File: config.mk
export PLATFORM = sky130hd
export DESIGN_NAME = corescore_stream_arbiter
export DESIGN_NICKNAME = d
export VERILOG_FILES = /design/src/rtl/corescore_stream_arbiter.sv
export SDC_FILE = /design/constraint.sdc
export NUM_CORES = 1
export LEC_CHECK = 0
export ABC_AREA = 0
export BUFFER_PORTS_ARGS = -buffer_cell sky130_fd_sc_hd__clkbuf_2
export CAP_MARGIN = 20
export CORE_AREA = 2 2 52 54
export CTS_CLUSTER_SIZE = 14
export DETAILED_ROUTE_END_ITERATION = 8
export DIE_AREA = 0 0 54 56
export PLACE_DENSITY = 0.86
export SYNTH_ARGS = -nofsm -noshare
export SYNTH_HDL_FRONTEND = slang
export SYNTH_SLANG_ARGS = --single-unit
File: constraint.sdc
create_clock -name i_clk -period 2.6 [get_ports i_clk]
set_input_delay 0.52 -clock i_clk [delete_from_list [all_inputs] [get_ports i_clk]]
set_output_delay 0.52 -clock i_clk [all_outputs]
set_load 0.1 [all_outputs]
File: src/rtl/corescore_stream_arbiter.sv
// rtl/corescore_stream_arbiter.sv - packet-level round-robin arbiter for byte streams
// Forwards whole packets from one of N sources into a single registered output stream.
module corescore_stream_arbiter #(
  parameter  int N  = 4,
  localparam int IW = (N > 1) ? $clog2(N) : 1
) (
  input  logic            i_clk,
  input  logic            i_rst,
  input  logic [8*N-1:0]  i_tdata,
  input  logic [N-1:0]    i_tlast,
  input  logic [N-1:0]    i_tvalid,
  output logic [N-1:0]    o_tready,
  output logic [7:0]      o_tdata,
  output logic            o_tlast,
  output logic            o_tvalid,
  input  logic            i_tready,
  output logic [IW-1:0]   o_grant,
  output logic            o_busy
);

  typedef enum logic {S_IDLE, S_GRANT} state_t;

  state_t        state_q, state_d;
  logic [IW-1:0] grant_q, grant_d;
  logic [7:0]    tdata_q;
  logic          tlast_q;
  logic          tvalid_q;

  logic          slot_ready;
  logic          accept;
  logic [IW-1:0] pick;
  logic          pick_found;
  logic [IW-1:0] cand_idx;
  int            cand;

  // The grantee may push whenever the output register is empty or draining.
  assign slot_ready = ~tvalid_q | i_tready;
  assign accept     = (state_q == S_GRANT) & i_tvalid[grant_q] & slot_ready;

  // Search starts just after the last grantee, so it ends up lowest priority.
  always_comb begin
    pick       = grant_q;
    pick_found = 1'b0;
    cand       = 0;
    cand_idx   = '0;
    for (int k = 1; k <= N; k++) begin
      cand     = (int'(grant_q) + k) % N;
      cand_idx = IW'(cand);
      if (!pick_found && i_tvalid[cand_idx]) begin
        pick_found = 1'b1;
        pick       = cand_idx;
      end
    end
  end

  always_comb begin
    state_d = state_q;
    grant_d = grant_q;
    case (state_q)
      S_IDLE: begin
        if (pick_found) begin
          grant_d = pick;
          state_d = S_GRANT;
        end
      end
      S_GRANT: begin
        if (accept && i_tlast[grant_q]) begin
          state_d = S_IDLE;
        end
      end
      default: state_d = S_IDLE;
    endcase
  end

  always_comb begin
    o_tready = '0;
    if (state_q == S_GRANT) begin
      o_tready[grant_q] = slot_ready;
    end
  end

  always_ff @(posedge i_clk or posedge i_rst) begin
    if (i_rst) begin
      state_q <= S_IDLE;
      grant_q <= IW'(N - 1);
    end else begin
      state_q <= state_d;
      grant_q <= grant_d;
    end
  end

  always_ff @(posedge i_clk or posedge i_rst) begin
    if (i_rst) begin
      tdata_q  <= 8'h00;
      tlast_q  <= 1'b0;
      tvalid_q <= 1'b0;
    end else if (accept) begin
      tdata_q  <= i_tdata[{grant_q, 3'b000} +: 8];
      tlast_q  <= i_tlast[grant_q];
      tvalid_q <= 1'b1;
    end else if (i_tready) begin
      tvalid_q <= 1'b0;
    end
  end

  assign o_tdata  = tdata_q;
  assign o_tlast  = tlast_q;
  assign o_tvalid = tvalid_q;
  assign o_grant  = grant_q;
  assign o_busy   = (state_q == S_GRANT);

endmodule

==> out/qor.yml <==
status: "finished, final reports clean"
die_w_um: 54
drc: 0
routabilityCongestion: 0.9461
fin_crit_ns: 2.327
crit_type: "reg -> out"
regToRegStartpoint: "o_grant[0]"
hold_ws_ns: 0.2493
clock_path_buffers: 2
core_area_um2: 2432
nFillCells: 205
max_freq_mhz: 429.8
synth_flop_cell: "dfrtp_1"
worstMarginPinSlew_ns: 0.5600
tritoncts: "built"
portBuffers: 59
rr_worst_depth: 6
hold_viol_final: 0
holdCritPathClass: "in -> async"
grt_max_degree: 14
cpMaxStageDelayCell: "dfstp_4"
required_ns: 2.08
cts_root_buf: "clkbuf_4"
drt_iter0_markers: 25
synth.distinct_cells: 27
slew_viol_final: 0
finalSetupViolCount: 0
rsz0062_at_grt: "no"
htreeDepth: 1
cp_num_cells: 4
synth_edf_count: 0
grt_pass1_wl_mm: 3.850
place_hpwl_mm: 2.173
slew_headroom_pct: 62.82
syn_to_final_growth_pct: 35.03
fin_skew_ns: 0.003211
cp_top_family: "flip-flops"
setup_tns_ns: 0
grt_usage_pct: 17.38
grt-ovfl-total: 0
routedWlPerCell_um: 15.16
maxCapViolCount: 0
postCtsSetupBuffers: 0
cts.sinks: 13
totalWireLength_mm: 2.531
worstSetupEndpointType: "output pin"
yosysWarnings: 0
syn_inst: 77
cp_max_fo: 10
postSynthAreaPerCell_um2: 13.08
drtAntennaViolNets: 0
start_util_pct: 41.41
r2r_slack_ns: 0.45
die_area_um2: 3024
synthArstFlopShare_pct: 100.0
worstPathArrival_ns: 1.81
rows: 18
antenna_found_initial: 0
first_pass_iters: 4
cts.reportedPaths.clkPinSlew_ns: 0.08
cts_hold_buf: 0
vias: 905
synth-seq-cells: 13
nNetsFinal: 185
grt_pass1_vias: 931
cts_buffers: 3
r2r-end: "o_grant[1]"
seq_area_frac_synth_pct: 32.55
worstPathCellList: "inv_1 -> ha_1 -> and3_2 -> clkbuf_2"
die_y_um: 56
diodes: 0
final_common_cell: "clkbuf_2"
clk_latency_ns: 0.27
io-pin-count: 60
syn_area_um2: 1007
crit_buf_inv: 2
syn_nets: 124
cts_resized: 0
critPathLaunchType: "flop"
final_cell_mix: "clkbuf_2 (59), mux4_2 (13), dfrtp_1 (11)"
fin_crit_sh_pct: 89.49
vias_per_cell: 5.419
drive_gt1_share_pct: 69.34
critical_path.max_stage_delay_ns: 0.69
worst reg2reg max path: stages (launching register included):
cell and delay (ns):
dfstp_4 0.69, inv_1 0.11, ha_1 0.43, mux4_2 0.37, nor4_1 0.27, a221o_1 0.17, a21oi_2 0.03
area by class of cell:
| class | instances | area, um^2 | area share (%) |
|---|---|---|---|
| clock buffers | 4 | 26.28 | 1.932 |
| inverters | 4 | 15.01 | 1.104 |
| multi-input cells | 55 | 639.4 | 47.01 |
| flip-flops and latches | 13 | 331.6 | 24.38 |
| well taps | 30 | 37.54 | 2.760 |
| repair buffers | 61 | 310.3 | 22.82 |
how the worst max path moves through the flow:
stage	start	endpoint	slack, ns
after global routing	o_grant[0]	o_tready[2]	0.20
after floorplan	o_grant[0]	o_grant[1]	0.06
after CTS	o_grant[0]	o_tready[2]	0.26
final	o_grant[0]	o_tready[2]	0.27
after global placement	o_grant[0]	o_grant[1]	0.55
after detailed placement	o_grant[0]	o_grant[1]	0.46
kinds of logic after synthesis:
family	count (synthesis)	share of synthesized area (%)
DFF	13	32.55
and+or+nand+nor	17	10.43
AOI/OAI and AO/OA	12	8.448
adders and majority gates	4	4.969
muxes	22	39.13
buffers and inverters	9	4.472
stage by stage:
stage	std cells	util, %	instance area, um^2	setup slack (ns)
finish	167	55.92	1360	0.2733
global route	167	55.92	1360	0.1963
CTS	167	55.92	1360	0.2555
detailed placement	163	54.84	1334	0.4613
global placement	163	54.84	1334	0.5481
floorplan	77	-	1017	0.06374
routing by layer:
metal	global-route usage [%]	part of all wire, %	vias up	routed length (um)
met5	0	0	-	0
met4	9.643	1.9	0	49
met3	2.151	7.1	8	179
met2	33.45	56	45	1409
met1	16.41	35	432	893
li1	-	-	420	-
Yosys cell counts (2+ instances only):
| cell type | n | area, um^2 |
|---|---|---|
| ha_1 | 4 | 50.05 |
| a21o_1 | 2 | 15.01 |
| clkbuf_1 | 3 | 11.26 |
| nand2_1 | 4 | 15.01 |
| dfrtp_1 | 11 | 275.3 |
| and3_1 | 4 | 25.02 |
| inv_1 | 4 | 15.01 |
| mux2_2 | 9 | 101.4 |
| nor2_1 | 4 | 15.01 |
| dfstp_2 | 2 | 52.55 |
| a21oi_1 | 2 | 10.01 |
| mux4_2 | 13 | 292.8 |
flip-flops by register name (all words and copies together) (netlist names):
name,count
o_busy,1
o_tlast,1
o_tdata,8
o_tvalid,1
o_grant,2
Power is not shown: default switching activity piles up to over one toggle a cycle in this logic, so the estimate is an artifact.
